## config.mk

```make
export PLATFORM = sky130hd
export DESIGN_NAME = receiver_event_arbiter
export DESIGN_NICKNAME = d
export VERILOG_FILES = /design/src/rtl/receiver_event_arbiter.sv
export SDC_FILE = /design/constraint.sdc
export NUM_CORES = 1
export LEC_CHECK = 0
export ABC_CLOCK_PERIOD_IN_PS = 2400
export CAP_MARGIN = 0
export CORE_UTILIZATION = 38
export DETAILED_ROUTE_END_ITERATION = 6
export SETUP_SLACK_MARGIN = 0.05
export SLEW_MARGIN = 20
export SYNTH_ARGS = -nofsm -noshare
export SYNTH_HDL_FRONTEND = slang
export SYNTH_SLANG_ARGS = --single-unit
export TNS_END_PERCENT = 50
```

## constraint.sdc

```tcl
create_clock -name clk_96MHz -period 2.4 [get_ports clk_96MHz]
set_input_delay 0.72 -clock clk_96MHz [delete_from_list [all_inputs] [get_ports clk_96MHz]]
set_output_delay 0.72 -clock clk_96MHz [all_outputs]
set_load 0.05 [all_outputs]
```

## src/rtl/receiver_event_arbiter.sv

```systemverilog
// receiver_event_arbiter
// Serialises decoded sweep events from NB_RECEIVERS receiver managers onto a
// single valid/ready stream. Each channel has one holding slot. Channels are
// served round-robin, and a per-channel overrun flag is set and held whenever a
// held event is overwritten before it could be sent.
module receiver_event_arbiter #(
  parameter int NB_RECEIVERS = 4,
  parameter int DATA_WIDTH   = 17,
  parameter int TS_WIDTH     = 24,
  parameter int ID_WIDTH     = 2
) (
  input  logic                             clk_96MHz,
  input  logic                             reset,
  input  logic [NB_RECEIVERS-1:0]          data_availible,
  input  logic [NB_RECEIVERS*DATA_WIDTH-1:0] decoded_data,
  input  logic [NB_RECEIVERS*TS_WIDTH-1:0] timestamp_in,
  input  logic                             out_ready,
  input  logic                             clear_overrun,
  output logic                             out_valid,
  output logic [DATA_WIDTH-1:0]            out_data,
  output logic [TS_WIDTH-1:0]              out_timestamp,
  output logic [ID_WIDTH-1:0]              out_sensor_id,
  output logic [NB_RECEIVERS-1:0]          overrun_flags
);

  logic [NB_RECEIVERS-1:0] prev_q, prev_d;
  logic [NB_RECEIVERS-1:0] pending_q, pending_d;
  logic [NB_RECEIVERS-1:0] overrun_q, overrun_d;
  logic [DATA_WIDTH-1:0]   hold_data_q [NB_RECEIVERS];
  logic [DATA_WIDTH-1:0]   hold_data_d [NB_RECEIVERS];
  logic [TS_WIDTH-1:0]     hold_ts_q   [NB_RECEIVERS];
  logic [TS_WIDTH-1:0]     hold_ts_d   [NB_RECEIVERS];
  logic [ID_WIDTH-1:0]     ptr_q, ptr_d;
  logic                    out_valid_q, out_valid_d;
  logic [DATA_WIDTH-1:0]   out_data_q, out_data_d;
  logic [TS_WIDTH-1:0]     out_ts_q, out_ts_d;
  logic [ID_WIDTH-1:0]     out_id_q, out_id_d;

  logic [NB_RECEIVERS-1:0] capture;
  logic                    slot_free;
  logic                    any_pending;
  logic                    grant;
  logic [ID_WIDTH-1:0]     winner;
  logic [ID_WIDTH-1:0]     search_idx;

  // Edge detect, round-robin search starting after the last winner, and grant decision
  always_comb begin
    capture     = data_availible & ~prev_q;
    slot_free   = !out_valid_q || out_ready;
    any_pending = 1'b0;
    winner      = '0;
    search_idx  = '0;
    for (int k = 1; k <= NB_RECEIVERS; k++) begin
      search_idx = ID_WIDTH'((int'(ptr_q) + k) % NB_RECEIVERS);
      if (!any_pending && pending_q[search_idx]) begin
        any_pending = 1'b1;
        winner      = search_idx;
      end
    end
    grant = slot_free && any_pending;
  end

  // Next-state for holding slots, pending/overrun bits and the output register
  always_comb begin
    prev_d      = data_availible;
    pending_d   = pending_q;
    overrun_d   = clear_overrun ? '0 : overrun_q;
    hold_data_d = hold_data_q;
    hold_ts_d   = hold_ts_q;
    ptr_d       = ptr_q;
    out_valid_d = out_valid_q;
    out_data_d  = out_data_q;
    out_ts_d    = out_ts_q;
    out_id_d    = out_id_q;

    if (grant) begin
      out_valid_d       = 1'b1;
      out_data_d        = hold_data_q[winner];
      out_ts_d          = hold_ts_q[winner];
      out_id_d          = winner;
      ptr_d             = winner;
      pending_d[winner] = 1'b0;
    end else if (out_valid_q && out_ready) begin
      out_valid_d = 1'b0;
    end

    // A capture on the channel being granted this edge is not an overrun:
    // the old word leaves via the output and the new one takes the slot.
    for (int i = 0; i < NB_RECEIVERS; i++) begin
      if (capture[i]) begin
        hold_data_d[i] = decoded_data[i*DATA_WIDTH +: DATA_WIDTH];
        hold_ts_d[i]   = timestamp_in[i*TS_WIDTH +: TS_WIDTH];
        pending_d[i]   = 1'b1;
        if (pending_q[i] && !(grant && (winner == ID_WIDTH'(i)))) begin
          overrun_d[i] = 1'b1;
        end
      end
    end
  end

  // State registers with synchronous reset
  always_ff @(posedge clk_96MHz) begin
    if (reset) begin
      prev_q      <= '0;
      pending_q   <= '0;
      overrun_q   <= '0;
      ptr_q       <= ID_WIDTH'(NB_RECEIVERS - 1);
      out_valid_q <= 1'b0;
      out_data_q  <= '0;
      out_ts_q    <= '0;
      out_id_q    <= '0;
      for (int i = 0; i < NB_RECEIVERS; i++) begin
        hold_data_q[i] <= '0;
        hold_ts_q[i]   <= '0;
      end
    end else begin
      prev_q      <= prev_d;
      pending_q   <= pending_d;
      overrun_q   <= overrun_d;
      ptr_q       <= ptr_d;
      out_valid_q <= out_valid_d;
      out_data_q  <= out_data_d;
      out_ts_q    <= out_ts_d;
      out_id_q    <= out_id_d;
      for (int i = 0; i < NB_RECEIVERS; i++) begin
        hold_data_q[i] <= hold_data_d[i];
        hold_ts_q[i]   <= hold_ts_d[i];
      end
    end
  end

  assign out_valid     = out_valid_q;
  assign out_data      = out_data_q;
  assign out_timestamp = out_ts_q;
  assign out_sensor_id = out_id_q;
  assign overrun_flags = overrun_q;

endmodule

```

Yosys cells after proc, flatten, opt, wreduce, memory -nomap -nowiden. Cells that the tools add are included.

Bits in registers: 222. Output and inout port bits: 48.

Equality and inequality tests: 3. Magnitude comparators: 7. Add/sub/neg operators: 4. Multiplexer cells: 40. Bitwise operators: 5. Reduce and logical (&&, ||, !) cells: 29.

Operators by type and width (count): binary-select mux 24 bit (select 2 bit) (1); 2-to-1 mux 24 bit (2); binary-select mux 17 bit (select 2 bit) (1); 2-to-1 mux 17 bit (2); 2-to-1 mux 1 bit (23); less-than comparator 2 x 3 -> 1 bit (second input constant) (5); logical AND 1 bit (14); nonzero test 2 bit (5); bitwise AND 4 bit (2); binary-select mux 1 bit (select 2 bit) (4); zero test 1 bit (8); 2-to-1 mux 2 bit (4); 2-to-1 mux 4 bit (2); inverter 4 bit (2); adder 2 x 1 -> 2 bit (second input constant) (2); adder 2 bit (second input constant) (2); equality test 2 bit (second input constant) (2); >= comparator 3 bit (second input constant) (1); inverter 2 -> 3 bit (1); demux 1 bit (select 2 bit) (1); equality test 2 x 1 -> 1 bit (second input constant) (1); >= comparator 2 x 1 -> 1 bit (second input constant) (1); zero test 2 bit (1); logical OR 1 bit (1).

Depth between registers and ports, before layout.
Depth in word-level cells: 21. Mapped depth: 8. Mapped depth without buffers: 5.

Worst setup path before layout. No wires, ideal clock.

Kind: in2reg. From: input reset. To: register hold_ts_q[61] in the netlist's numbering. Setup slack: 0.544 ns. Arrival: 1.724 ns. Stages: 4. Library setup time: 0.132 ns. Path buffers: 3. Required time: 2.268 ns. Cell sequence: clkbuf_1 > clkbuf_1 > buf_1 > a21oi_1.

RTL lines: start: declaration (line 13) `input logic reset,`; end signal: indexed assignment (line 127) `hold_ts_q[i] <= hold_ts_d[i];`; end: declaration (line 31) `logic [TS_WIDTH-1:0] hold_ts_q [NB_RECEIVERS];`.

No word-level cell between the ends.

Worst setup path in the final report.
From: register out_ts_q[2] (netlist: out_timestamp[2]). To: output out_timestamp[2].

RTL lines: start: declaration (line 36) `logic [TS_WIDTH-1:0] out_ts_q, out_ts_d;`; start signal: assignment (line 123) `out_ts_q <= out_ts_d;`; end: declaration (line 21) `output logic [TS_WIDTH-1:0] out_timestamp,`.

No word-level cell between the ends.

==> metrics.md <==
| Metric | Value |
|---|---|
| Setup crit start | out_timestamp[2] |
| Async SR Flop Fraction | 0 |
| Num rows | 56 |
| Final setup fails | 0 |
| CTS Root Cell | clkbuf_16 |
| Syn_nets | 1312 |
| Post-synth top area share | 0.477 |
| Drt total wl | 29600 um |
| Area grow syn2layout | 35.9% |
| Latest clock arrival within the worst-skew pair | 0.52 ns |
| Slowest Stage Delay on Critical Path | 0.56 ns |
| Critical Path RT | 1.68 ns |
| Synthesis-stage register bit count | 222 |
| GP Congestion | 0.858 |
| Startpoint types | flop |
| Antenna-violating nets left | 0 |
| FF-to-FF setup slack | 0.21 ns |
| Clk buf depth | 3 |
| Crit end category | output port |
| Synthesized area per cell | 8.18 sq um |
| Layout net count | 1483 |
| Die area | 25200 sq um |
| Crit path DAT | 1.48 ns |
| CTS tree | built |
| CTS Buf Count | 24 |
| Initial antenna violation count | 1 |
| Pwr/cell area | 749 nW/um^2 |
| Via density | 5.19 |
| Crit-path max FO | 2 |
| Pre-CTS worst setup slack | 0.0730 ns |
| CTS Sinks | 222 |
| Worst-path cell chain | dlygate4sd2_1 |
| CP Class | reg2out |
| I/O Buffers | 219 |
| Slew HR | 0.552 |
| Core area | 23800 sq um |
| DRC violation total after the first TritonRoute iteration | 596 |
| Most common cell after layout, fill and taps aside | nand2_1 |
| CTS H-tree lvls | 1 |
| Register area | 4440 sq um |
| Mapped Cells | 1140 |
| Initial Utilization | 0.392 |
| Tot GR Track Use | 0.236 |
| Post-route cell area | 12700 sq um |
| Synth area leaders | dfxtp_1 (48%), nand2_1 (15%), a21oi_1 (9.1%) |
| Share of layout cells above drive strength 1 | 0.0777 |
| EDFF count, synth | 0 |
| Wire per inst | 18.0 um |
| Leakage | 4.95 nW |
| Final Hold Fails | 0 |
| WP depth | 1 |
| Total gr overflow | 0 |
| Fin Clk Skew | 0.0222 ns |
| Synthesized cell area | 9320 sq um |
| Vias | 8541 |
| Reg2reg start | pending_q[2] |
| Pre-Repair DR Iteration Count | 4 |
| Fmax achieved | 455 MHz |
| RSZ-0062 raised after global routing | false |
| Hold Path Class | reg2reg |
| Synth cell types | 38 |
| Fin crit share | 0.915 |
| Slowest cell on the critical path | dlygate4sd2_1 |
| Detail Placement HPWL | 19800 um |
| Worst R2R End | pending_q[1] |
| Number of global-route vias before repair | 8396 |
| Fin. max-slew vios | 0 |
| Residual DRC | 0 |
| # fillers | 2268 |
| Outcome | completed |
| Hold-fix buffers at CTS | 0 |
| First-pass GRT wire length | 45800 um |
| Family with the most delay on the worst path | buffers and inverters |
| Leading area contributor after synthesis | dfxtp_1 |
| Clock period minus worst slack | 2.20 ns |
| End point of the critical path | out_timestamp[2] |
| Commonest non-fill, non-tap cells in the layout | nand2_1 (366), dfxtp_1 (222), clkdlybuf4s50_1 (170) |
| Area occupied by multi-input gates | 4470 sq um |
| Final Total Pwr | 9.49 mW |
| Slew @ Worst Pin | 0.671 ns |
| Peak VDD IR | 0.000579 V |
| Worst Reg-to-Reg Cells | 6 |
| Ys flop type | dfxtp_1 |
| Total Neg Setup Slack | 0 ns |
| Synth warn | 0 |
| DP Area | 12000 sq um |
| Reg clk slew, reported paths | 0.06 ns |
| Setup WS post-layout | 0.203 ns |
| Buf/Inv on CP | 1 |
| MaxCap Viol Count | 0 |
| Register area share after synthesis | 0.477 |
| DIE WIDTH | 159 um |
| Largest net degree at the start of global routing | 86 |
| Die Height | 159 um |
| Top-Level Pins | 220 |
[metrics by stage]
stage                      util  hold slack, ns  instances
final                     0.533           0.450       1645
after global routing      0.533           0.468       1645
after CTS                 0.533           0.450       1644
after detailed placement  0.504           0.443       1604
after global placement    0.504           0.437       1604
after floorplan               -           0.432       1140
[metal layers]
| layer | part of all wire | up-vias | GRT usage |
|---|---|---|---|
| met5 | 0 | - | 0 |
| met4 | 0.021 | 0 | 0.0646 |
| met3 | 0.047 | 41 | 0.0321 |
| met2 | 0.46 | 233 | 0.385 |
| met1 | 0.47 | 4018 | 0.324 |
| li1 | - | 4249 | - |
[power by group]
part | total, mW | switching, mW | internal, mW
Combinational | 1.86 | 1.10 | 0.762
Clock | 3.56 | 1.46 | 2.10
Sequential | 4.07 | 0.148 | 3.92
[final cells by class]
type                            instances  area share
Sequential cell                       222       0.351
Timing Repair Buffer                  251       0.203
Clock inverter                          4     0.00474
Tap cell                              319      0.0315
Antenna cell                            1    0.000198
Clock buffer                           36      0.0549
Multi-Input combinational cell        808       0.353
Inverter                                4     0.00119
[worst min-delay path by stage]
stage,endpoint,cells after the start,slack [ns],from
2_1_floorplan,hold_data_q[51],2,0.43,hold_data_q[51]
3_3_place_gp,hold_data_q[66],2,0.44,hold_data_q[66]
6_report,hold_ts_q[92],2,0.45,hold_ts_q[92]
3_5_place_dp,hold_data_q[56],2,0.44,hold_data_q[56]
4_1_cts,hold_data_q[56],2,0.45,hold_data_q[56]
5_1_grt,hold_ts_q[94],2,0.47,hold_ts_q[94]
[cell families (layout without fill, tap and decap cells)]
group	count (synthesis)	count (layout)	synth area share
AND/OR/NAND/NOR	450	450	0.218
AO/OA/AOI/OAI	317	317	0.210
flip-flops	222	222	0.477
buffers and inverters	110	295	0.0518
multiplexers	41	41	0.0440
other	0	1	0
[state kept, by name, summed over array words and instances, names as in the netlist]
| signal | count |
|---|---|
| hold_ts_q | 96 |
| hold_data_q | 68 |
| out_timestamp | 24 |
| out_data | 17 |
| overrun_flags | 4 |
| pending_q | 4 |
| prev_q | 4 |
| out_sensor_id | 2 |
| ptr_q | 2 |
| out_valid | 1 |
[Yosys cell counts (all sizes together), types with 3 or more instances]
master,n
clkbuf,86
a21o,3
o211ai,43
a21oi,171
o31a,41
and4,41
nand2,376
o21ai,46
o31ai,6
buf,20
mux2i,41
inv,4
nor2b,8
dfxtp,222
nand2b,9
nor2,6
[what timing repair did]
action                     in CTS  in global routing
setup endpoints to repair      47                  0
resized for setup              47                  0
buffers inserted                0                  0
(Power assumes the default switching activity.)
